===== config.mk =====
export PLATFORM = sky130hd
export DESIGN_NAME = rx_block_sync
export DESIGN_NICKNAME = d
export VERILOG_FILES = /design/src/rtl/rx_block_sync.sv
export SDC_FILE = /design/constraint.sdc
export NUM_CORES = 1
export LEC_CHECK = 0
export ABC_AREA = 1
export ABC_CLOCK_PERIOD_IN_PS = 2600
export CAP_MARGIN = 20
export CORE_ASPECT_RATIO = 0.7
export CORE_UTILIZATION = 52
export CTS_CLUSTER_SIZE = 25
export DETAILED_ROUTE_END_ITERATION = 10
export PLACE_DENSITY = 0.91
export SYNTH_ARGS = -nofsm -noshare
export SYNTH_HDL_FRONTEND = slang
export SYNTH_SLANG_ARGS = --single-unit

===== constraint.sdc =====
create_clock -name clk -period 2.6 [get_ports clk]
set_input_delay 0.78 -clock clk [delete_from_list [all_inputs] [get_ports clk]]
set_output_delay 0.78 -clock clk [all_outputs]
set_load 0.02 [all_outputs]

===== src/rtl/rx_block_sync.sv =====
// 64b/66b block-lock stage between the RX gearbox and the descrambler.
// Hunts for header alignment via bitslip, then monitors header quality.
`timescale 1ns/1ps
module rx_block_sync #(
    parameter int RX_DATA_WIDTH = 64,
    parameter int LOCK_COUNT    = 64,
    parameter int WINDOW        = 1024,
    parameter int BAD_LIMIT     = 16,
    parameter int SLIP_WAIT     = 32
) (
    input  logic                     clk,
    input  logic                     rst_n,
    input  logic [0:RX_DATA_WIDTH+1] data_in,
    input  logic                     data_in_valid,
    output logic [0:RX_DATA_WIDTH+1] data_out,
    output logic                     data_out_valid,
    output logic                     slip,
    output logic                     locked,
    output logic [15:0]              bad_hdr_cnt
);

    localparam int GW = $clog2(LOCK_COUNT) + 1;
    localparam int WW = $clog2(WINDOW) + 1;
    localparam int BW = $clog2(BAD_LIMIT) + 1;
    localparam int SW = $clog2(SLIP_WAIT) + 1;

    typedef enum logic [1:0] {
        ST_HUNT,
        ST_SLIP_WAIT,
        ST_LOCKED
    } state_t;

    state_t        state, state_n;
    logic [GW-1:0] good_cnt, good_n;
    logic [SW-1:0] wait_cnt, wait_n;
    logic [WW-1:0] win_cnt, win_n;
    logic [BW-1:0] bad_cnt, bad_n;
    logic [15:0]   bhc_n;
    logic          slip_n;
    logic          locked_n;
    logic          hdr_ok;

    // Only 01 and 10 are legal sync headers.
    assign hdr_ok = data_in[0] ^ data_in[1];

    always_comb begin
        state_n  = state;
        good_n   = good_cnt;
        wait_n   = wait_cnt;
        win_n    = win_cnt;
        bad_n    = bad_cnt;
        bhc_n    = bad_hdr_cnt;
        slip_n   = 1'b0;
        locked_n = locked;
        if (data_in_valid) begin
            unique case (state)
                ST_HUNT: begin
                    if (hdr_ok) begin
                        if (good_cnt == GW'(LOCK_COUNT - 1)) begin
                            state_n  = ST_LOCKED;
                            locked_n = 1'b1;
                            good_n   = '0;
                            win_n    = '0;
                            bad_n    = '0;
                        end else begin
                            good_n = good_cnt + 1'b1;
                        end
                    end else begin
                        slip_n  = 1'b1;
                        good_n  = '0;
                        wait_n  = SW'(SLIP_WAIT - 1);
                        state_n = ST_SLIP_WAIT;
                    end
                end
                ST_SLIP_WAIT: begin
                    if (wait_cnt == '0) begin
                        state_n = ST_HUNT;
                        good_n  = '0;
                    end else begin
                        wait_n = wait_cnt - 1'b1;
                    end
                end
                ST_LOCKED: begin
                    if (!hdr_ok && bad_hdr_cnt != 16'hFFFF)
                        bhc_n = bad_hdr_cnt + 16'd1;
                    // Loss of lock wins over the window boundary.
                    if (!hdr_ok && bad_cnt == BW'(BAD_LIMIT - 1)) begin
                        locked_n = 1'b0;
                        slip_n   = 1'b1;
                        good_n   = '0;
                        wait_n   = SW'(SLIP_WAIT - 1);
                        state_n  = ST_SLIP_WAIT;
                    end else if (win_cnt == WW'(WINDOW - 1)) begin
                        win_n = '0;
                        bad_n = '0;
                    end else begin
                        win_n = win_cnt + 1'b1;
                        if (!hdr_ok)
                            bad_n = bad_cnt + 1'b1;
                    end
                end
                default: state_n = ST_HUNT;
            endcase
        end
    end

    always_ff @(posedge clk or negedge rst_n) begin
        if (!rst_n) begin
            state          <= ST_HUNT;
            good_cnt       <= '0;
            wait_cnt       <= '0;
            win_cnt        <= '0;
            bad_cnt        <= '0;
            bad_hdr_cnt    <= '0;
            slip           <= 1'b0;
            locked         <= 1'b0;
            data_out       <= '0;
            data_out_valid <= 1'b0;
        end else begin
            state          <= state_n;
            good_cnt       <= good_n;
            wait_cnt       <= wait_n;
            win_cnt        <= win_n;
            bad_cnt        <= bad_n;
            bad_hdr_cnt    <= bhc_n;
            slip           <= slip_n;
            locked         <= locked_n;
            data_out_valid <= data_in_valid & locked_n;
            if (data_in_valid)
                data_out <= data_in;
        end
    end

endmodule


# Word-level counts from Yosys, hierarchy flattened
# Cells that the tools add are included.
# Widths: inputs -> output; s select.
[word_totals] n_memories=0 ff_bits=116 latchBits=0 ram_bits=0 out_inout_bits=85 rom_bits=0 elab_cells=79 in_bits=69
[classes] n_eq_ne=15 reduce_logical=13 bitwise_logic=2 n_lt_le_gt_ge=0 n_mux=34 n_mul=0 shift=0 add_sub_neg=5 n_div=0
[ops] operator="$mux 11" n=4
[ops] operator="$mux 7" n=4
[ops] operator="$mux 5" n=5
[ops] operator="$pmux 11 s2" n=1
[ops] operator="$pmux 7 s3" n=1
[ops] operator="$mux 6" n=3
[ops] operator="$pmux 6 s3" n=1
[ops] operator="$add 16x1->16 const B" n=1
[ops] operator="$ne 16x16->1 const B" n=1
[ops] operator="$ne 2x2->1 const B" n=7
[ops] operator="$add 11x1->11 const B" n=1
[ops] operator="$eq 11x10->1 const B" n=1
[ops] operator="$pmux 5 s2" n=1
[ops] operator="$reduce_and 5->1" n=2
[ops] operator="$mux 2" n=4
[ops] operator="$reduce_and 4->1" n=2
[ops] operator="$add 7x1->7 const B" n=1
[ops] operator="$eq 7x6->1 const B" n=1
[ops] operator="$mux 1" n=7
[ops] operator="$logic_not 6->1" n=1
[ops] operator="$ne 3x3->1 const B" n=2
[ops] operator="$pmux 2 s3" n=1
[ops] operator="$reduce_and 6->1" n=1
[ops] operator="$sub 6x1->6 const B" n=1
[ops] operator="other kinds (13)" n=15

# Depth between registers and ports, before layout
[logic_depth] depth_word=7 mapped_depth=10 depth_no_buf=10

# Worst setup path before layout
# Ideal clock, no wire load.
[synth_timing] path_kind="input port to flip-flop" startpoint="in data_in[0] in the netlist's numbering" endpoint="reg good_cnt[5]" path_slack_ns=0.871 cell_stages=10 setup_time_ns=0.117 path_buffers=0 arrival_time_ns=1.612 required_ns=2.483 cell_sequence="inv_1 > nand2_1 > nand2_2 > nand2_1 > nand2_1 > nand2_1 > nor2_4 > inv_1 > nand2_1 > nand2_1"
[synth_via] elab_chain_cells=5 elab_cells_between_ends=7 classes_between="eq/ne: 1; mux: 2; bitwise: 1; reduce/logical: 3"
[synth_lines] item="start: declaration" line_no="13" text="input logic [0:RX_DATA_WIDTH+1] data_in,"
[synth_lines] item="$xor 1x1->1 (*)" line_no="44" text="assign hdr_ok = data_in[0] ^ data_in[1];"
[synth_lines] item="$logic_not 1->1"
[synth_lines] item="$logic_and 1x1->1" line_no="87" text="if (!hdr_ok && bad_cnt == BW'(BAD_LIMIT - 1)) begin"
[synth_lines] item="$ne 2x2->1 (no line)"
[synth_lines] item="$reduce_and 4->1 (no line)"
[synth_lines] item="end signal: assignment" line_no="121" text="good_cnt <= good_n;"
[synth_lines] item="end: declaration" line_no="34" text="logic [GW-1:0] good_cnt, good_n;"
# Mark *: on every way between the ends. The rest lies on a longest branch, timed or not.
# A chain may end at the register's enable or synchronous reset.

# Worst setup path in the final report
[layout_timing] startpoint="reg bad_hdr_cnt[2]" endpoint="out bad_hdr_cnt[2]"
[layout_rtl] item="start: declaration" line_no="19" text="output logic [15:0] bad_hdr_cnt"
[layout_rtl] item="start signal: assignment" line_no="125" text="bad_hdr_cnt <= bhc_n;"
# No word-level cell between the ends.

==> qor.txt <==
Synth-to-Final Area Change = 40.4%
Yosys top cell area share = 51.9%
Die ar. = 11,200 sq um
CTS Buf Count = 17
routability cong. = 0.847
clk sinks = 116
I/O pin count = 154
VDD IR max = 0.000590 V
DRT Pass-1 Iters = 5
Area contributors post-synth = dfrtp_1, nand2_1, nand3_1
Crit Path Max Fanout = 6
first-pass GRT wire length = 24,500 um
1st-iter DRT viols = 479
WS Path Type = reg -> out
TritonCTS clock tree = done
max_cap viols = 0
Initial Utilization = 53.8%
Cells after Synth = 707
Worst Setup SP = bad_hdr_cnt[2]
Longest Clk Path Bufs = 2
FF+latch count, synth = 116
final wirelength = 15,400 um
CTS H-tree depth = 4
Worst path slowest cell = clkdlybuf4s50_1
power density over the cells = 703 nW/um^2
Final Max Tran Viols = 0
Mapped Area = 5600 sq um
vias = 5,273
post-synthesis sequential area ratio = 51.9%
LEAKAGE = 3.93 nW
Fill cells = 667
worst path bufs/invs = 1
setup_tns = 0 ps
number of global-route vias before repair = 5,031
Final Cycle Share = 89.8%
hpwl dp = 9880 um
Clock Latency Late Sink = 410 ps
final hold viol count = 0
nets = 945
CTS resizes = 0
Synth Area per Inst = 7.91 sq um
Hold/Removal Path Class = in -> async
initial antenna violation count = 0
CP delay by family, top = buffers and inverters
Fin Clk Skew = 7.50 ps
Yosys top cell by area = dfrtp_1
clk root buf = clkbuf_16
Worst-path clk slew = 60 ps
# DRC = 0
Post-synth top cells = nand2_1, dfrtp_1, inv_1
Primary FF master, synth = dfrtp_1
Post-synth EDFFs = 0
Core Area = 10,400 sq um
final std cells w/o fill = 1,010
status = finished, final reports clean
Syn. warnings = 0
CP endpoint kind = output pin
Netlist cell types = 32
GRT Overall Usage = 28.6%
# setup viols final = 0
largest net degree at the start of global routing = 65
buffer count from post-CTS setup fixing = 0
Worst Path Required = 1820 ps
layout cell share with drive strength beyond 1 = 6.38%
Startpoint Class = flop
Vias/cell = 5.22
CP max stage delay = 660 ps
Synth async-reset ratio = 100%
post-route ant nets = 0
Slew HR = 57.6%
antenna cells = 0
Final Critical Period = 2340 ps
Avg WL per Cell = 15.3 um
placed instance count = 978
Least-Margin Pin Slew = 636 ps
RSZ-0062 raised after global routing = false
Finished Core Util = 75.6%
CP Data Arrival Time = 1560 ps
chip width = 126 um
# rows = 31
post-synth net total = 787
number of port buffers = 153
worst-path cell chain = clkdlybuf4s50_1
cts hold-fix bufs = 0
Achievable Freq = 428 MHz
total gr overflow = 0
most common cell in the netlist = nand2_1
Die Ht = 88.8 um
RR Startpoint = bad_cnt[0]
## sequential cells by signal (all words and copies together), names as in the netlist
signal          cells
data_out_valid      1
data_out           66
wait_cnt            6
good_cnt            7
bad_cnt             5
bad_hdr_cnt        16
locked              1
slip                1
win_cnt            11
state               2
## cells by family after synthesis
logic type / count (synthesis) / share of synthesized area, %
adders and majority gates: 11 / 2.46
buffers and inverters: 73 / 5.41
AOI/OAI and AO/OA: 27 / 2.62
xor gates and xnor gates: 19 / 2.97
DFF: 116 / 51.9
and+or+nand+nor: 461 / 34.7
## layer usage
metal  vias up  GRT usage [%]  share of wire, %
li1       2517              -                 -
met1      2476           35.0                41
met2       234           47.4                49
met3        46           8.46               7.1
met4         0           14.0               2.7
met5         -              0                 0
## report_power, final
group	leakage (nW)	switching [W]	internal (W)	total, W
clock network	0.288	0.000935	0.00144	0.00237
logic	2.16	0.000596	0.000445	0.00104
registers	1.49	0.000140	0.00197	0.00211
## final timing paths
check	end	slack [ps]	depth (start not counted)
setup / recovery	bad_hdr_cnt[2]	260	1
hold / removal	data_out[7]	350	1
setup reg to reg	bad_cnt[3]	570	9
hold reg to reg	data_out[53]	470	2
max in group asynchronous	data_out[22]	1630	2
min in group clk	data_out[53]	470	2
## metrics by stage
step	power [W]	cell area (sq um)	setup slack, ps	hold slack, ps
final	0.00552	7850	264	352
after global routing	0.00578	7850	208	377
after CTS	0.00555	7850	242	348
after detailed placement	0.00315	7260	79.5	457
after global placement	0.00311	7260	208	452
after floorplan	0.00268	5600	871	442
## layout by cell type (no fill, tap or decap), drive strengths merged, types with 4 or more instances in the layout
cell           count
xnor2             10
clkdlybuf4s50    151
clkbuf            17
ha                11
nor2              40
a21oi              4
nand3             37
buf               10
nand4             19
nor3               6
nand2            354
o21ai             20
inv               58
dfrtp            116
xor2               9
clkinv             4
## final cells by class
class | count | area [sq um] | share of cell area, %
clock buffers | 17 | 425 | 5.42
clock inverters | 15 | 170 | 2.17
flip-flops and latches | 116 | 2900 | 37.0
multi-input cells | 518 | 2390 | 30.4
inverters | 51 | 191 | 2.44
well taps | 132 | 165 | 2.10
repair buffers | 161 | 1610 | 20.5
No activity file was read; power rests on OpenSTA's default activity.
